### src/rtl/om_seq_ctrl.sv
// Iteration controller for the radix-2 online multiplier: sequences the
// online-delay INIT, RUN and FLUSH iterations and handshakes digits in and out.
module om_seq_ctrl #(
    parameter int N     = 8,
    parameter int DELTA = 2,
    parameter int CW    = 4
) (
    input  logic          clk,
    input  logic          rst_n,
    input  logic          start,
    output logic          busy,
    output logic          done,
    input  logic [1:0]    x_digit,
    input  logic [1:0]    y_digit,
    input  logic          in_valid,
    output logic          in_ready,
    output logic [1:0]    dp_x,
    output logic [1:0]    dp_y,
    output logic          dp_en,
    output logic          dp_clr,
    output logic [CW-1:0] dp_j,
    input  logic [1:0]    z_in,
    output logic [1:0]    z_out,
    output logic          z_valid,
    input  logic          z_ready,
    output logic          digit_err
);

    typedef enum logic [1:0] {
        IDLE  = 2'd0,
        INIT  = 2'd1,
        RUN   = 2'd2,
        FLUSH = 2'd3
    } state_t;

    localparam logic [CW-1:0] J_N        = CW'(N);
    localparam logic [CW-1:0] J_DELTA    = CW'(DELTA);
    localparam logic [CW-1:0] J_INIT_END = CW'(DELTA - 1);
    localparam logic [CW-1:0] J_RUN_END  = CW'(N - 1);
    localparam logic [CW-1:0] J_LAST     = CW'(N + DELTA - 1);

    state_t        state, state_nxt;
    logic [CW-1:0] j, j_nxt;
    logic          active;
    logic          need_in;
    logic          need_out;
    logic          adv;
    logic          accept;
    logic          bad_digit;

    // Handshakes are purely combinational: in RUN the input and output
    // transfers complete together, so a stall on either side holds j.
    always_comb begin
        active    = (state != IDLE);
        need_in   = active && (j < J_N);
        need_out  = active && (j >= J_DELTA);
        adv       = active && (!need_in || in_valid) && (!need_out || z_ready);
        accept    = (state == IDLE) && start;
        bad_digit = (x_digit == 2'b11) || (y_digit == 2'b11);

        busy     = active;
        dp_en    = adv;
        dp_clr   = accept;
        dp_j     = j;
        in_ready = need_in && (!need_out || z_ready);
        z_valid  = need_out && (!need_in || in_valid);
        z_out    = need_out ? z_in : '0;
        dp_x     = need_in ? x_digit : '0;
        dp_y     = need_in ? y_digit : '0;
    end

    always_comb begin
        state_nxt = state;
        j_nxt     = j;
        case (state)
            IDLE: begin
                if (start) begin
                    state_nxt = INIT;
                    j_nxt     = '0;
                end
            end
            INIT: begin
                if (adv) begin
                    j_nxt = j + CW'(1);
                    if (j == J_INIT_END) state_nxt = RUN;
                end
            end
            RUN: begin
                if (adv) begin
                    j_nxt = j + CW'(1);
                    if (j == J_RUN_END) state_nxt = FLUSH;
                end
            end
            FLUSH: begin
                if (adv) begin
                    if (j == J_LAST) begin
                        state_nxt = IDLE;
                        j_nxt     = '0;
                    end else begin
                        j_nxt = j + CW'(1);
                    end
                end
            end
            default: begin
                state_nxt = IDLE;
                j_nxt     = '0;
            end
        endcase
    end

    always_ff @(posedge clk or negedge rst_n) begin
        if (!rst_n) begin
            state <= IDLE;
            j     <= '0;
        end else begin
            state <= state_nxt;
            j     <= j_nxt;
        end
    end

    always_ff @(posedge clk or negedge rst_n) begin
        if (!rst_n) begin
            done      <= 1'b0;
            digit_err <= 1'b0;
        end else begin
            done <= (state == FLUSH) && adv && (j == J_LAST);
            if (accept)
                digit_err <= 1'b0;
            else if (adv && need_in && bad_digit)
                digit_err <= 1'b1;
        end
    end

endmodule

### config.mk
export PLATFORM = sky130hd
export DESIGN_NAME = om_seq_ctrl
export DESIGN_NICKNAME = d
export VERILOG_FILES = /design/src/rtl/om_seq_ctrl.sv
export SDC_FILE = /design/constraint.sdc
export NUM_CORES = 1
export LEC_CHECK = 0
export BUFFER_PORTS_ARGS = -buffer_cell sky130_fd_sc_hd__buf_4
export CAP_MARGIN = 20
export CELL_PAD_IN_SITES_DETAIL_PLACEMENT = 0
export CELL_PAD_IN_SITES_GLOBAL_PLACEMENT = 1
export CORE_UTILIZATION = 33
export CTS_BUF_LIST = sky130_fd_sc_hd__clkbuf_8
export DETAILED_ROUTE_END_ITERATION = 16
export PLACE_DENSITY_LB_ADDON = 0.08
export REMOVE_ABC_BUFFERS = 1
export SYNTH_ARGS = -nofsm -noshare
export SYNTH_HDL_FRONTEND = slang
export SYNTH_SLANG_ARGS = --single-unit
### constraint.sdc
create_clock -name clk -period 1.7 [get_ports clk]
set_input_delay 0.255 -clock clk [delete_from_list [all_inputs] [get_ports clk]]
set_output_delay 0.255 -clock clk [all_outputs]
set_load 0.1 [all_outputs]
==> impl_metrics.tcl, run 1 <==
set metrics [dict create \
    status "completed" \
    placed_cells 145 \
    gp_congestion 0.7392 \
    htreeDepth 1 \
    via_count 709 \
    worst_slew_margin_rel_pct 81.49 \
    gr-usage-met1_pct 22.59 \
    synth_enable_flop_cells 0 \
    cp-end-kind "flip-flop" \
    fmax_mhz 591.0 \
    numCtsBuffers 3 \
    fp.coreArea_um2 2022 \
    required_ns 1.81 \
    crit_fanout 3 \
    fp.dieH_um 48.90 \
    areaGrowthSynthToFinish_pct 84.31 \
    hold_path_class "primary input to flip-flop" \
    grt_max_degree 9 \
    layout.cells.non_filler 153 \
    r2r-start "dp_j[0]" \
    multiInputGateArea_um2 560.5 \
    clk_transition_reported_paths_ns 0.04 \
    drt_iter0_drc 10 \
    yosys.area.top_type_share_pct 27.59 \
    cts-root-buf "clkbuf_8" \
    drive_above_1_share_pct 65.08 \
    yosysUniqueCellTypes 33 \
    initial_core_util_pct 35.89 \
    final_nets 146 \
    setup_violations 0 \
    grt_pass1_vias 686 \
    rsz0062_at_grt "true" \
    yosys_most_used_dff "dfrtp_1" \
    n_fill_cell 179 \
    cts_sinks 8 \
    dieWidth_um 48.90 \
    synth-seq-cells 8 \
    rows 16 \
    synth_commonest_cells "nor2_1 (9), dfrtp_1 (8), inv_1 (8)" \
    period_share_pct 99.54 \
    worstPathCellList "ha_1 > nor4bb_1 > or3_4 > o211ai_4 > mux2_4" \
    worst_ep_arrival_time_ns 1.80 \
    crit_path_start_kind "flip-flop" \
    top_usage_layer "met2" \
    fin_skew_ns 0.0002924 \
    yosysSeqAreaShare_pct 27.59 \
    dr.pass1.iters 4 \
    drc 0 \
    clockBufferDepth 2 \
    crit_family "simple AND/OR/NAND/NOR gates" \
    async_flop_share_pct 100.0 \
    track_usage_pct 17.73 \
    synthesis.area_um2 725.7 \
    fin_util_pct 66.15 \
    synth.most_common_cell "nor2_1" \
    drv_cap 0 \
    grtUsageMet2_pct 28.70 \
    crit_start "dp_j[0]" \
    cp_slowest_cell "dfrtp_1" \
    hold_viol_final 0 \
    gr-total-overflow 0 \
    numPortBuffers 27 \
    regArea_um2 201.4 \
    use_met3_pct 4.984 \
    drt-vias-per-instance 4.634 \
    die_area_um2 2391 \
    post-place-ws_ns -0.04287 \
    wl_per_cell_um 13.26 \
    slowest_delay_ns 0.40 \
    io_pins 28 \
    dp_hpwl_um 1477 \
    critical_path_buf_inv_count 0 \
    critPathKind "flip-flop to flip-flop" \
    postSynthCellCount 74 \
    grt_pass1_wl_um 3167 \
    synth_top_area_cell "dfrtp_1" \
    slew_violations 0 \
    worstHoldStart "start" \
    synthTopCellsByArea "dfrtp_1 (28%), ha_1 (12%), and2_1 (6.0%), nor2_1 (4.7%), inv_1 (4.1%)" \
    cts_tree "done" \
    drt-total-wl_um 2029 \
    clkLatencyLatePin_ns 0.22 \
    avgSynthCellArea_um2 9.807 \
    antenna_found_initial 0 \
    finalCriticalPeriod_ns 1.692 \
    ant_nets 0 \
    yosysWarnings 0 \
    worst_pin_slew_ns 0.2800 \
    antenna_cells 0 \
    fin_ws_ns 0.007814 \
    fin_setup_tns_ns 0 \
]
==> tightest hold or removal path, cell delays in order <==
cell,delay (ns)
buf_4,0.09
and2_4,0.15
nor2_1,0.05
==> cells by family (layout without fill, tap and decap cells) <==
kind of cell             after synthesis  after routing  synth area share (%)
multiplexers                           4              4                 6.551
flip-flops                             8              8                 27.59
buffers and inverters                 11             63                 7.587
AO/OA/AOI/OAI                         14             14                 20.35
AND/OR/NAND/NOR                       30             30                 25.86
adder cells (fa/ha/maj)                7              7                 12.07
==> state kept, by name (all words and copies together), names as in the netlist <==
name,count
digit_err,1
dp_j,4
done,1
state,2
==> timing repair <==
item                                    CTS  global route
buffers inserted                          1             3
hold endpoints to repair                  8             0
pin swaps                                 2             5
endpoints found under the setup margin   15            10
gates resized for setup                  24            19
hold buffers                              1             0
==> area by class of cell <==
cell class / instances / share of cell area (%)
timing repair buffer: 51 / 34.71
inverter: 9 / 2.713
sequential: 8 / 15.06
clock buffer: 3 / 3.087
multi-input combinational: 55 / 41.91
tap: 27 / 2.526
==> metal layers <==
layer	wire (um)	share of wire, %	up-vias
met5	0	0	-
met4	13	0.64	0
met3	66	3.3	2
met2	1025	51	15
met1	925	46	330
li1	-	-	362
==> per-stage QoR <==
step	hold slack (ns)	instance area, um^2
after global routing	0.3620	1338
after detailed placement	0.08449	1086
after floorplan	-0.04059	706.9
after global placement	0.08145	1086
after CTS	0.3840	1235
final	0.3567	1338
==> cell usage in the layout, fill, tap and decap left out, types with 3 or more instances in the layout <==
| cell type | count |
|---|---|
| buf_4 | 38 |
| nor2_1 | 7 |
| dfrtp_1 | 7 |
| buf_6 | 7 |
| and2_1 | 5 |
| inv_1 | 5 |
| ha_4 | 4 |
| inv_2 | 3 |
| a21oi_2 | 3 |
| clkbuf_8 | 3 |
| buf_12 | 3 |
==> worst paths after layout <==
kind | endpoint | slack (ns) | cells past startpoint
setup reg to reg | state[1] | 0.008 | 5
hold / removal | digit_err | 0.36 | 3
min in group asynchronous | done | 0.39 | 2
hold reg to reg | digit_err | 0.52 | 2
max in group asynchronous | dp_j[2] | 1.17 | 2
setup / recovery | state[1] | 0.008 | 5
Power of run 1 is left out: the tool's default activity adds up to more than one toggle a clock period on the data nets, which glitch-free logic cannot reach.
==> run 2, diff against run 1 <==
--- a/config.mk
+++ b/config.mk
@@ -10,4 +10,5 @@
 export CELL_PAD_IN_SITES_DETAIL_PLACEMENT = 0
 export CELL_PAD_IN_SITES_GLOBAL_PLACEMENT = 1
+export CORE_ASPECT_RATIO = 1.1
 export CORE_UTILIZATION = 33
 export CTS_BUF_LIST = sky130_fd_sc_hd__clkbuf_8
==> constraint.sdc (replaced) <==
create_clock -name clk -period 1.7 [get_ports clk]
set_input_delay 0.34 -clock clk [delete_from_list [all_inputs] [get_ports clk]]
set_output_delay 0.34 -clock clk [all_outputs]
set_load 0.1 [all_outputs]
==> impl_metrics.tcl, run 2 (synthesized netlist as in run 1, its figures left out) <==
set metrics [dict create \
    status "complete, but fails checks" \
    numCtsBuffers 3 \
    antenna_cells 0 \
    worstHoldStart "start" \
    grt_pass1_wl_um 3236 \
    drv_cap 0 \
    clkLatencyLatePin_ns 0.23 \
    placed_cells 144 \
    hold_viol_final 0 \
    dp_hpwl_um 1458 \
    worstPathCellList "buf_6 > nor3_4 > buf_4 > nor2_4 > and2_4 > buf_12" \
    cts-root-buf "clkbuf_8" \
    slew_violations 0 \
    hold_end "digit_err" \
    cts_tree "done" \
    initial_core_util_pct 35.54 \
    wl_per_cell_um 14.22 \
    crit_start "dp_j[1]" \
    violations "negative setup slack" \
    final_common_cell "buf_4" \
    reg2reg_setup_slack_ns -0.06 \
    period_share_pct 103.7 \
    dieWidth_um 46.71 \
    dr.pass1.iters 4 \
    drc 0 \
    final_nets 153 \
    drive_above_1_share_pct 74.44 \
    fp.coreArea_um2 2042 \
    r2r_end "state[1]" \
    fin_area_um2 1491 \
    placedInstanceArea_um2 1072 \
    ant_nets 0 \
    setup_violations 6 \
    worstHoldPathCells 3 \
    track_usage_pct 19.63 \
    fin_ws_ns -0.06286 \
    worst_slew_margin_rel_pct 83.00 \
    drt-total-wl_um 2289 \
    worst_ep_arrival_time_ns 1.42 \
    critPathKind "flip-flop to output port" \
    slowest_delay_ns 0.40 \
    cp_slowest_cell "dfrtp_1" \
    layout.cells.non_filler 161 \
    cts_sinks 8 \
    gp_congestion 0.8416 \
    hold_path_class "primary input to flip-flop" \
    grt_max_degree 9 \
    clk_transition_reported_paths_ns 0.04 \
    worst_pin_slew_ns 0.2516 \
    grt_pass1_vias 740 \
    drt_iter0_drc 8 \
    rsz0062_at_grt "true" \
    crit_cells 6 \
    rows 17 \
    crit_fanout 3 \
    finalCriticalPeriod_ns 1.763 \
    reg2reg_depth 6 \
    required_ns 1.36 \
    most-common-layout-cells "buf_4 (44), buf_12 (9), and2_4 (7)" \
    fp.dieH_um 51.18 \
    numPortBuffers 27 \
    largest_reg_flops 4 \
    crit_path_start_kind "flip-flop" \
    r2r-start "dp_j[1]" \
    drt-vias-per-instance 4.745 \
    gr-total-overflow 0 \
    via_count 764 \
    critical_path_buf_inv_count 3 \
    cp-end-kind "output port" \
    htreeDepth 1 \
    fmax_mhz 567.3 \
    io_pins 28 \
    crit_family "buffers and inverters" \
    die_area_um2 2391 \
    clockBufferDepth 2 \
    fin_skew_ns 0.001318 \
    areaGrowthSynthToFinish_pct 105.5 \
    antenna_found_initial 0 \
]
-- run 2: worst reg2reg max path: cells and delay by family (launching register included) --
family / cells / cell delay (ns)
adder cells (fa/ha/maj): 1 / 0.17
AO/OA/AOI/OAI: 1 / 0.09
multiplexers: 1 / 0.32
flip-flops: 1 / 0.40
buffers and inverters: 1 / 0.15
AND/OR/NAND/NOR: 2 / 0.51
-- run 2: worst max-delay path by stage --
stage                     endpoint
after global routing      z_out[0]
final                     z_out[1]
after detailed placement   dp_x[0]
after floorplan            z_valid
after global placement    state[1]
after CTS                 z_out[0]
-- run 2: area by class of cell --
| class | instances | area [um^2] |
|---|---|---|
| multi-input combinational | 55 | 610.6 |
| timing repair buffer | 58 | 565.5 |
| fill | 162 | 550.5 |
| sequential | 8 | 202.7 |
| clock buffer | 3 | 41.29 |
| inverter | 9 | 36.28 |
| tap | 28 | 35.03 |
-- run 2: routing by layer --
layer / routed length (um) / vias to the layer above / global-route usage (%)
met5: 0 / - / 0
met4: 14 / 0 / 10.00
met3: 63 / 2 / 3.180
met2: 1228 / 13 / 31.71
met1: 983 / 372 / 24.34
li1: - / 377 / -
-- run 2: what timing repair did --
| action | CTS | global route |
|---|---|---|
| setup endpoints to repair | 11 | 16 |
| setup buffers | 8 | 5 |
| hold endpoints to repair | 8 | 0 |
| gates resized for setup | 37 | 31 |
| hold buffers | 1 | 0 |
| pin swaps | 5 | 7 |
-- run 2: stage by stage --
stage               utilization (%)  setup TNS (ns)  hold slack (ns)  setup WS [ns]
finish                        73.04         -0.2114           0.4552       -0.06286
global route                  73.04         -0.8540           0.4555        -0.1038
CTS                           64.34         -0.1044           0.4316       -0.04177
detailed placement            52.51       -0.006897           0.1678      -0.003493
global placement              52.51        -0.01000           0.1689       -0.01000
floorplan                         -          -11.47          0.04441         -1.444
Power of run 2 is left out for the same reason.
